`src/rtl/decode_stage.sv`:
```
// rtl/decode_stage.sv - RV64I multi-lane decode stage with a 2-entry group skid FIFO
// Decodes NR_LANES instructions per fetch group, masks lanes after the first illegal one.

package C;
   localparam int XLEN = 64;

   typedef enum logic [5:0] {
      I_NOP,
      I_LUI, I_AUIPC, I_JAL, I_JALR,
      I_BEQ, I_BNE, I_BLT, I_BGE, I_BLTU, I_BGEU,
      I_LB, I_LH, I_LW, I_LD, I_LBU, I_LHU, I_LWU,
      I_SB, I_SH, I_SW, I_SD,
      I_ADDI, I_SLTI, I_SLTIU, I_XORI, I_ORI, I_ANDI, I_SLLI, I_SRLI, I_SRAI,
      I_ADD, I_SUB, I_SLL, I_SLT, I_SLTU, I_XOR, I_SRL, I_SRA, I_OR, I_AND,
      I_ADDIW, I_SLLIW, I_SRLIW, I_SRAIW,
      I_ADDW, I_SUBW, I_SLLW, I_SRLW, I_SRAW,
      I_FENCE, I_ECALL, I_EBREAK
   } op_e;

   typedef enum logic [2:0] {
      FMT_NONE, FMT_R, FMT_I, FMT_S, FMT_B, FMT_U, FMT_J
   } fmt_e;

   typedef struct packed {
      op_e  op;
      fmt_e fmt;
   } fuop_t;

   typedef struct packed {
      logic            valid;
      logic [XLEN-1:0] pc;
      fuop_t           fuop;
      logic [4:0]      rs1;
      logic [4:0]      rs2;
      logic [4:0]      rd;
      logic [XLEN-1:0] imm;
   } si_t;
endpackage

module decode_stage #(
   parameter int NR_LANES = 2,
   parameter int CNT_W    = 64
) (
   input  logic                               clk_i,
   input  logic                               rst_ni,
   input  logic                               flush_i,
   input  logic                               valid_i,
   output logic                               ready_o,
   input  logic [NR_LANES-1:0]                mask_i,
   input  logic [NR_LANES-1:0][C::XLEN-1:0]   pc_i,
   input  logic [NR_LANES-1:0][31:0]          data_i,
   output logic                               valid_o,
   input  logic                               ready_i,
   output C::si_t [NR_LANES-1:0]              si_o,
   output logic [NR_LANES-1:0]                illegal_o,
   output logic [CNT_W-1:0]                   decoded_cnt_o
);

   function automatic C::fuop_t dec_op(input logic [31:0] i);
      C::fuop_t f;
      f = '{C::I_NOP, C::FMT_NONE};
      casez (i)
         32'b?????????????????????????_0110111: f = '{C::I_LUI,    C::FMT_U};
         32'b?????????????????????????_0010111: f = '{C::I_AUIPC,  C::FMT_U};
         32'b?????????????????????????_1101111: f = '{C::I_JAL,    C::FMT_J};
         32'b?????????????????_000_?????_1100111: f = '{C::I_JALR,   C::FMT_I};
         32'b?????????????????_000_?????_1100011: f = '{C::I_BEQ,    C::FMT_B};
         32'b?????????????????_001_?????_1100011: f = '{C::I_BNE,    C::FMT_B};
         32'b?????????????????_100_?????_1100011: f = '{C::I_BLT,    C::FMT_B};
         32'b?????????????????_101_?????_1100011: f = '{C::I_BGE,    C::FMT_B};
         32'b?????????????????_110_?????_1100011: f = '{C::I_BLTU,   C::FMT_B};
         32'b?????????????????_111_?????_1100011: f = '{C::I_BGEU,   C::FMT_B};
         32'b?????????????????_000_?????_0000011: f = '{C::I_LB,     C::FMT_I};
         32'b?????????????????_001_?????_0000011: f = '{C::I_LH,     C::FMT_I};
         32'b?????????????????_010_?????_0000011: f = '{C::I_LW,     C::FMT_I};
         32'b?????????????????_011_?????_0000011: f = '{C::I_LD,     C::FMT_I};
         32'b?????????????????_100_?????_0000011: f = '{C::I_LBU,    C::FMT_I};
         32'b?????????????????_101_?????_0000011: f = '{C::I_LHU,    C::FMT_I};
         32'b?????????????????_110_?????_0000011: f = '{C::I_LWU,    C::FMT_I};
         32'b?????????????????_000_?????_0100011: f = '{C::I_SB,     C::FMT_S};
         32'b?????????????????_001_?????_0100011: f = '{C::I_SH,     C::FMT_S};
         32'b?????????????????_010_?????_0100011: f = '{C::I_SW,     C::FMT_S};
         32'b?????????????????_011_?????_0100011: f = '{C::I_SD,     C::FMT_S};
         32'b?????????????????_000_?????_0010011: f = '{C::I_ADDI,   C::FMT_I};
         32'b?????????????????_010_?????_0010011: f = '{C::I_SLTI,   C::FMT_I};
         32'b?????????????????_011_?????_0010011: f = '{C::I_SLTIU,  C::FMT_I};
         32'b?????????????????_100_?????_0010011: f = '{C::I_XORI,   C::FMT_I};
         32'b?????????????????_110_?????_0010011: f = '{C::I_ORI,    C::FMT_I};
         32'b?????????????????_111_?????_0010011: f = '{C::I_ANDI,   C::FMT_I};
         // RV64 immediate shifts carry a 6-bit shamt, so only funct6 is fixed
         32'b000000_??????_?????_001_?????_0010011: f = '{C::I_SLLI,  C::FMT_I};
         32'b000000_??????_?????_101_?????_0010011: f = '{C::I_SRLI,  C::FMT_I};
         32'b010000_??????_?????_101_?????_0010011: f = '{C::I_SRAI,  C::FMT_I};
         32'b0000000_?????_?????_000_?????_0110011: f = '{C::I_ADD,   C::FMT_R};
         32'b0100000_?????_?????_000_?????_0110011: f = '{C::I_SUB,   C::FMT_R};
         32'b0000000_?????_?????_001_?????_0110011: f = '{C::I_SLL,   C::FMT_R};
         32'b0000000_?????_?????_010_?????_0110011: f = '{C::I_SLT,   C::FMT_R};
         32'b0000000_?????_?????_011_?????_0110011: f = '{C::I_SLTU,  C::FMT_R};
         32'b0000000_?????_?????_100_?????_0110011: f = '{C::I_XOR,   C::FMT_R};
         32'b0000000_?????_?????_101_?????_0110011: f = '{C::I_SRL,   C::FMT_R};
         32'b0100000_?????_?????_101_?????_0110011: f = '{C::I_SRA,   C::FMT_R};
         32'b0000000_?????_?????_110_?????_0110011: f = '{C::I_OR,    C::FMT_R};
         32'b0000000_?????_?????_111_?????_0110011: f = '{C::I_AND,   C::FMT_R};
         32'b?????????????????_000_?????_0011011:   f = '{C::I_ADDIW, C::FMT_I};
         32'b0000000_?????_?????_001_?????_0011011: f = '{C::I_SLLIW, C::FMT_I};
         32'b0000000_?????_?????_101_?????_0011011: f = '{C::I_SRLIW, C::FMT_I};
         32'b0100000_?????_?????_101_?????_0011011: f = '{C::I_SRAIW, C::FMT_I};
         32'b0000000_?????_?????_000_?????_0111011: f = '{C::I_ADDW,  C::FMT_R};
         32'b0100000_?????_?????_000_?????_0111011: f = '{C::I_SUBW,  C::FMT_R};
         32'b0000000_?????_?????_001_?????_0111011: f = '{C::I_SLLW,  C::FMT_R};
         32'b0000000_?????_?????_101_?????_0111011: f = '{C::I_SRLW,  C::FMT_R};
         32'b0100000_?????_?????_101_?????_0111011: f = '{C::I_SRAW,  C::FMT_R};
         32'b?????????????????_000_?????_0001111:   f = '{C::I_FENCE, C::FMT_I};
         32'h00000073:                              f = '{C::I_ECALL,  C::FMT_NONE};
         32'h00100073:                              f = '{C::I_EBREAK, C::FMT_NONE};
         default:                                   f = '{C::I_NOP,    C::FMT_NONE};
      endcase
      return f;
   endfunction

   function automatic logic [C::XLEN-1:0] dec_imm(input logic [31:0] i, input C::fmt_e fmt);
      logic [C::XLEN-1:0] v;
      v = '0;
      case (fmt)
         C::FMT_I: v = {{(C::XLEN-12){i[31]}}, i[31:20]};
         C::FMT_S: v = {{(C::XLEN-12){i[31]}}, i[31:25], i[11:7]};
         C::FMT_B: v = {{(C::XLEN-13){i[31]}}, i[31], i[7], i[30:25], i[11:8], 1'b0};
         C::FMT_U: v = {{(C::XLEN-32){i[31]}}, i[31:12], 12'b0};
         C::FMT_J: v = {{(C::XLEN-21){i[31]}}, i[31], i[19:12], i[20], i[30:21], 1'b0};
         default:  v = '0;
      endcase
      return v;
   endfunction

   C::si_t [NR_LANES-1:0] w_grp_si;
   logic   [NR_LANES-1:0] w_grp_ill;
   C::si_t [NR_LANES-1:0] r_mem_si  [2];
   logic   [NR_LANES-1:0] r_mem_ill [2];
   logic                  r_wptr;
   logic                  r_rptr;
   logic   [1:0]          r_count;
   logic   [CNT_W-1:0]    r_cnt;
   logic                  w_push;
   logic                  w_pop;
   logic   [CNT_W-1:0]    w_head_pop;

   always_comb begin : lane_decode
      logic     v_trap;
      C::fuop_t v_fu;
      v_trap    = 1'b0;
      v_fu      = '{C::I_NOP, C::FMT_NONE};
      w_grp_si  = '0;
      w_grp_ill = '0;
      for (int l = 0; l < NR_LANES; l++) begin
         v_fu               = dec_op(data_i[l]);
         w_grp_si[l].pc     = pc_i[l];
         w_grp_si[l].fuop   = v_fu;
         w_grp_si[l].rs1    = data_i[l][19:15];
         w_grp_si[l].rs2    = data_i[l][24:20];
         w_grp_si[l].rd     = data_i[l][11:7];
         w_grp_si[l].imm    = dec_imm(data_i[l], v_fu.fmt);
         // Once a present lane traps, every younger lane in the group is squashed
         if (mask_i[l] && !v_trap) begin
            if (v_fu.op != C::I_NOP) begin
               w_grp_si[l].valid = 1'b1;
            end else begin
               w_grp_ill[l] = 1'b1;
               v_trap       = 1'b1;
            end
         end
      end
   end

   assign ready_o = (r_count < 2'd2);
   assign valid_o = (r_count != 2'd0);
   assign w_push  = valid_i & ready_o & ~flush_i;
   assign w_pop   = valid_o & ready_i & ~flush_i;

   always_comb begin
      w_head_pop = '0;
      for (int l = 0; l < NR_LANES; l++) begin
         w_head_pop = w_head_pop + CNT_W'(r_mem_si[r_rptr][l].valid);
      end
   end

   always_ff @(posedge clk_i) begin
      if (!rst_ni) begin
         r_count <= 2'd0;
         r_wptr  <= 1'b0;
         r_rptr  <= 1'b0;
         r_cnt   <= '0;
      end else if (flush_i) begin
         r_count <= 2'd0;
         r_wptr  <= 1'b0;
         r_rptr  <= 1'b0;
      end else begin
         if (w_push) begin
            r_wptr <= ~r_wptr;
         end
         if (w_pop) begin
            r_rptr <= ~r_rptr;
            r_cnt  <= r_cnt + w_head_pop;
         end
         case ({w_push, w_pop})
            2'b10:   r_count <= r_count + 2'd1;
            2'b01:   r_count <= r_count - 2'd1;
            default: r_count <= r_count;
         endcase
      end
   end

   // Entry storage needs no reset; occupancy is tracked by r_count alone
   always_ff @(posedge clk_i) begin
      if (w_push) begin
         r_mem_si[r_wptr]  <= w_grp_si;
         r_mem_ill[r_wptr] <= w_grp_ill;
      end
   end

   assign si_o          = valid_o ? r_mem_si[r_rptr]  : '0;
   assign illegal_o     = valid_o ? r_mem_ill[r_rptr] : '0;
   assign decoded_cnt_o = r_cnt;

endmodule
```
`config.mk`:
```
export PLATFORM = sky130hd
export DESIGN_NAME = decode_stage
export DESIGN_NICKNAME = d
export VERILOG_FILES = /design/src/rtl/decode_stage.sv
export SDC_FILE = /design/constraint.sdc
export NUM_CORES = 1
export LEC_CHECK = 0
export BUFFER_PORTS_ARGS = -buffer_cell sky130_fd_sc_hd__buf_2
export CELL_PAD_IN_SITES_DETAIL_PLACEMENT = 1
export CELL_PAD_IN_SITES_GLOBAL_PLACEMENT = 2
export CORE_ASPECT_RATIO = 0.6
export CORE_UTILIZATION = 33
export CTS_BUF_LIST = sky130_fd_sc_hd__clkbuf_4 sky130_fd_sc_hd__clkbuf_8
export DETAILED_ROUTE_END_ITERATION = 10
export GPL_TIMING_DRIVEN = 0
export PLACE_DENSITY_LB_ADDON = 0.1
export SYNTH_ARGS = -nofsm -noshare
export SYNTH_HDL_FRONTEND = slang
export SYNTH_SLANG_ARGS = --single-unit
```
`constraint.sdc`:
```
create_clock -name clk_i -period 11.32 [get_ports clk_i]
set_input_delay 1.132 -clock clk_i [delete_from_list [all_inputs] [get_ports clk_i]]
set_output_delay 1.132 -clock clk_i [all_outputs]
set_load 0.03 [all_outputs]
```
==> results.toml, run 1 <==
[outcome]
status = "complete, no violations"

[worst_hold_path]
hold_class = "reg2reg"

[synthesis]
yosysMostFrequentCell = "edfxtp_1"
netlist.area_leader.share_pct = 58.9
netlist_instances = 1947
synth_nets = 2149
synth_area_per_cell_sq_um = 12.8
synthAdderAreaFrac_pct = 0.181
synth_top_family_by_area = "simple AND/OR/NAND/NOR gates"
synth_xor_area_share_pct = 2.15
seq_area_frac_synth_pct = 64.5
synthTopCellsByArea = "edfxtp_1 (59%), mux2i_1 (9.9%), dfxtp_1 (5.6%), nor2_1 (4.8%), buf_4 (2.0%)"
synthSimpleGateAreaFrac_pct = 14.7
synth-seq-cells = 557
ys.warnings.count = 0
synth_area_sq_um = 24900
synth_top_area_cell = "edfxtp_1"
synth_edf_count = 488
synthArstFlopShare_pct = 0
synth_common_cells = "edfxtp_1 (488), nor2_1 (317), mux2i_1 (246)"
synth_flop_cell = "edfxtp_1"
synth_cell_types = 80
synth-compound-area-share_pct = 4.74
muxShareOfSynthArea_pct = 9.90

[worst_setup_path]
end_kind = "primary output"
path_buf_inv = 6
crit_path_top_delay_cell = "buf_1"
worst_path_most_repeated_cell = "clkbuf_1"
worstPathRequired_ns = 10.19
cp-start-kind = "flip-flop"
criticalPathCategory = "reg2out"
crit_family = "buffers and inverters"
crit_arrival_ns = 4.24
max_stage_delay_ns = 0.73
crit_chain = "clkbuf_1 -> clkbuf_1 -> buf_1 -> mux2i_1 -> nor2_2 -> buf_6 -> buf_4 -> buf_2"
cp_max_fo = 18

[floorplan]
dieArea_sq_um = 76500
fp.dieH_microns = 215
dieWidth_microns = 356
core_sq_um = 74100
rows = 77
io_pins = 573
initial_core_util_pct = 33.6

[cells_and_area]
area_growth_pct = 25.5
design.final.nets = 2830
layout-drive-gt1-share_pct = 30.8

[run]
drv_cap = 0

[pwr]
combPwrFrac_pct = 7.8
p_total_mw = 4.41
p_int_mw = 3.32
clockPowerShare_pct = 40.2
p_switching_mw = 1.09
p_per_area_nw_per_um2 = 141
seqPwrFrac_pct = 52.0
switching_share_pct = 24.8
leakage_nw = 12.1
irDropWorstVdd_v = 0.000109

[timing]
drv_slew = 0
setup_tns_ns = 0
relSlewSlack_pct = 9.32
setup_viol = 0
post-route-period-util_pct = 47.4
postLayoutSetupSlackWorst_ns = 5.95
rsz0062_at_grt = "false"
fin_skew_ns = 0.0337
tightest_slew_ns = 1.36
timing.fmax_mhz = 186
period_needed_ns = 5.37
finalHoldViolations = 0

[route]
drtIter0Drc = 1055
wl_microns = 85800
antenna_left = 0
firstDrtPassIters = 5
post-route-drc-count = 0
wl_per_cell_microns = 23.2
num_vias = 18300
post_drt_via_cell_ratio = 4.95

[clock_network]
postCtsSetupBuffers = 0
clk_latency_ns = 0.75
cts_sinks = 557
cts_buffers = 90
htree_num_levels = 3
root_buffer = "clkbuf_8"
clock_path_buffers = 3
cts_hold_buf = 0
clk_pin_slew_ns = 0.06
cts_tree = "done"
cts_resized = 0

[placed_design]
dpl.hpwl_microns = 64900
pre_cts_slack_ns = 6.07
port_buffers = 568
gp_congestion = 0.890

[global_routing]
grt_pass1_wl_microns = 125000
grt_pass1_vias = 18800
grt_max_degree = 32
grtUsageTotal_pct = 22.1
antenna_found_initial = 15
grt.overflow.total = 0
==> power by group through the flow <==
stage	Sequential (mW)	Clock, mW	Combinational (mW)
global placement	2.37	0	0.329
global route	2.29	1.93	0.370
CTS	2.29	1.85	0.347
floorplan	2.35	0	0.182
detailed placement	2.34	0	0.346
finish	2.29	1.77	0.344
==> sequential cells by signal (all words and copies together) (netlist names), named ones only <==
name           count
r_count            2
r_mem_ill          4
r_mem_si         484
r_wptr             1
decoded_cnt_o     64
r_rptr             1
==> routing by layer <==
layer  wire, microns  GRT usage (%)  share of wire, %
met1           39900           31.0                47
met5              99              0              0.12
met2           38300           33.4                45
met3            5920           6.79               6.9
met4            1580           4.85               1.8
==> layout make-up <==
class,count,area (sq um)
Clock buffer,117,1450
Inverter,21,78.8
Timing Repair Buffer,589,3290
Fill cell,8079,42900
Antenna cell,8,20.0
Multi-Input combinational cell,1201,7890
Buffer,168,891
Tap cell,987,1230
Sequential cell,557,16000
Clock inverter,46,323
==> cell families (layout without fill, tap and decap cells) <==
logic type,Yosys count,count (layout)
buf+inv,189,941
fa+ha+maj,3,3
simple gates,722,722
mux,246,246
flops,557,557
xor+xnor,61,61
other cells,0,8
compound gates,169,169
==> cells in the final DEF, fill, tap and decap left out, types with 19 or more instances in the layout <==
| cell | instances |
|---|---|
| a21o_1 | 20 |
| a21oi_1 | 33 |
| a22o_1 | 19 |
| and2_1 | 62 |
| and3_1 | 23 |
| buf_1 | 35 |
| buf_2 | 580 |
| buf_4 | 65 |
| clkbuf_1 | 55 |
| clkbuf_4 | 26 |
| clkbuf_8 | 91 |
| clkinv_1 | 24 |
| dfxtp_1 | 69 |
| edfxtp_1 | 488 |
| inv_1 | 21 |
| mux2i_1 | 246 |
| nand2_1 | 74 |
| nand3_1 | 49 |
| nand4_1 | 26 |
| nor2_1 | 313 |
| nor2b_1 | 26 |
| nor3_1 | 30 |
| nor4_1 | 19 |
| o21ai_0 | 27 |
| xnor2_1 | 36 |
| xor2_1 | 25 |
==> worst paths after layout <==
kind	cells after the start	slack (ns)	startpoint	endpoint
worst min-delay path	2	0.49	r_rptr	r_rptr
worst max register to register	12	6.40	flip-flop	decoded_cnt_o[54]
worst min register to register	2	0.49	r_rptr	r_rptr
worst max-delay path	8	5.95	flip-flop	si_o[191]
==> metrics by stage <==
step	utilization [%]	hold slack (ns)	area [sq um]	instances
2_1_floorplan	-	0.450	24900	1947
3_3_place_gp	39.1	0.459	28900	3502
3_5_place_dp	39.7	0.486	29400	3523
4_1_cts	42.1	0.484	31200	3686
5_1_grt	42.1	0.498	31200	3690
6_report	42.1	0.488	31200	3694
==> worst register-to-register path, cell delays in order, from the launching register on <==
cell and delay (ns):
dfxtp_1 0.30, clkbuf_1 0.50, buf_1 0.80, mux2i_1 0.35, fa_1 0.49, inv_1 0.07, ha_1 0.16, nor4b_4 0.57
and4_1 0.39, and2_1 0.27, nand3_1 0.32, or3_1 0.42, a21boi_0 0.21
Power figures use the tool's default switching activity.
==> inputs of run 2 (changes only) <==
- clock period: 11.32 -> 4.3 ns (I/O delays scaled with it)
==> run 2 against run 1 <==
  * Die area unchanged
  * Combinational power rose to 3.0 times the previous value
  * Via count up 3.5%
  * Routed wire length up 0.67%
  * Flip-flop and latch count unchanged
  * Critical endpoint is now si_o[202]
  * Largest power group unchanged
==> results.toml, run 2 (same netlist as run 1, synthesis figures left out) <==
[clock_network]
clk_latency_ns = 0.76
clk_pin_slew_ns = 0.06
htree_num_levels = 3
cts_buffers = 89
cts_tree = "done"
clock_path_buffers = 3
root_buffer = "clkbuf_8"
cts_sinks = 557

[cells_and_area]
largest_reg_flops = 484
design.final.nets = 2997
final-seq-area_sq_um = 16000
multi_input_area_sq_um = 7910
layout_common_cells = "buf_2 (581), edfxtp_1 (488), nor2_1 (312), mux2i_1 (246), dlygate4sd3_1 (163)"
layout-drive-gt1-share_pct = 29.6
largest_register = "r_mem_si"
fin_area_sq_um = 32900
post-route-util_pct = 44.4
fillers = 8027
area_growth_pct = 32.2
final-instance-count-excl-fill = 3858
layout_commonest_cell = "buf_2"

[worst_setup_path]
crit_path_top_delay_cell = "clkbuf_1"
criticalPathCategory = "reg2out"
end_kind = "primary output"
cp-start-kind = "flip-flop"
crit_chain = "clkbuf_1 -> clkdlybuf4s15_2 -> mux2i_1 -> nor2_2 -> buf_8 -> buf_4 -> buf_2"
cp_max_fo = 24
path_buf_inv = 5
crit_arrival_ns = 3.60
crit_family = "buffers and inverters"
max_stage_delay_ns = 0.64
worstPathRequired_ns = 3.87

[placed_design]
dpl_cell_area_sq_um = 29400
pre_cts_slack_ns = -0.942
dp_cells = 3524
dpl.hpwl_microns = 63900
gp_congestion = 0.869
port_buffers = 568

[route]
post_drt_via_cell_ratio = 4.90
wl_per_cell_microns = 22.4
num_vias = 18900
firstDrtPassIters = 5
drtIter0Drc = 1118
antenna_left = 0
post-route-drc-count = 0
wl_microns = 86400

[floorplan]
fp.dieH_microns = 215
io_pins = 573
rows = 77
dieWidth_microns = 356
initial_core_util_pct = 33.6
core_sq_um = 74100
dieArea_sq_um = 76500

[global_routing]
grt_use_met2_pct = 34.7
grt_use_met1_pct = 30.7
grt_pass1_vias = 19700
antenna_found_initial = 6
grtUsageTotal_pct = 22.3
grt_max_degree = 33
grt_pass1_wl_microns = 127000
grt.overflow.total = 0
use_met3_pct = 6.41
grt.busiest_layer = "met2"

[timing]
period_needed_ns = 4.03
rsz0062_at_grt = "false"
fin_skew_ns = 0.0371
finalHoldViolations = 0
timing.fmax_mhz = 248
postLayoutSetupSlackWorst_ns = 0.275
post-route-period-util_pct = 93.6
fin_hold_ws_ns = 0.0906
setup_tns_ns = 0
setup_viol = 0
drv_slew = 0
relSlewSlack_pct = 19.8
tightest_slew_ns = 1.20

[worst_hold_path]
hold_class = "in2reg"

[pwr]
p_total_mw = 11.7
p_per_area_nw_per_um2 = 355
irDropWorstVdd_v = 0.000222
leakage_nw = 12.8

[outcome]
status = "complete, no violations"

[run]
drv_cap = 0
## run 2: cell types whose count changed in the layout (fill, tap and decap cells not counted), moves of 4 or more
cell | before | now
inv_6 | 4 | 0
clkinv_1 | 24 | 15
clkbuf_4 | 26 | 30
buf_4 | 65 | 70
buf_12 | 13 | 17
dlygate4sd3_1 | 0 | 163
## run 2: power by group
group / switching, mW / internal, mW / leakage (nW)
registers: 0.0299 / 6.00 / 5.06
clock network: 2.26 / 2.34 / 0.931
logic: 0.655 / 0.376 / 6.82
total: 2.95 / 8.72 / 12.8
## run 2: path summary, 6_finish.rpt
path              slack (ns)  cells after the start  startpoint           endpoint
setup reg to reg        0.47                     11   flip-flop  decoded_cnt_o[60]
hold / removal          0.09                      4     valid_i             r_wptr
setup / recovery        0.27                      7   flip-flop          si_o[202]
hold reg to reg         0.48                      2      r_rptr             r_rptr
## run 2: repair_timing
item	4_1_cts	5_1_grt
endpoints found under the hold margin	336	0
hold buffers	163	0
buffers inserted	1	4
gates resized for setup	8	2
setup endpoints to repair	132	15
cloned	0	0
## run 2: metal layers
layer / vias up / part of all wire [%]
met1: 9518 / 46
met2: 458 / 46
met3: 115 / 6.3
met4: 2 / 1.9
met5: - / 0.015
li1: 8820 / -
## run 2: final cells by class
cell class,count,share of cell area (%)
sequential,557,48.8
clock inverter,35,0.678
timing repair buffer,758,15.1
tap,987,3.76
antenna,9,0.0685
clock buffer,123,4.58
buffer,167,2.73
multi-input combinational,1201,24.1
inverter,21,0.240
## run 2: worst reg2reg max path, cell delays in order, from the launching register on
cell and delay (ns):
dfxtp_2 0.53, buf_2 0.46, mux2i_1 0.29, fa_1 0.48
inv_1 0.07, ha_1 0.16, nor4b_4 0.28, and4_1 0.32
and2_1 0.25, nand3_1 0.32, or3_1 0.42, a21boi_0 0.18
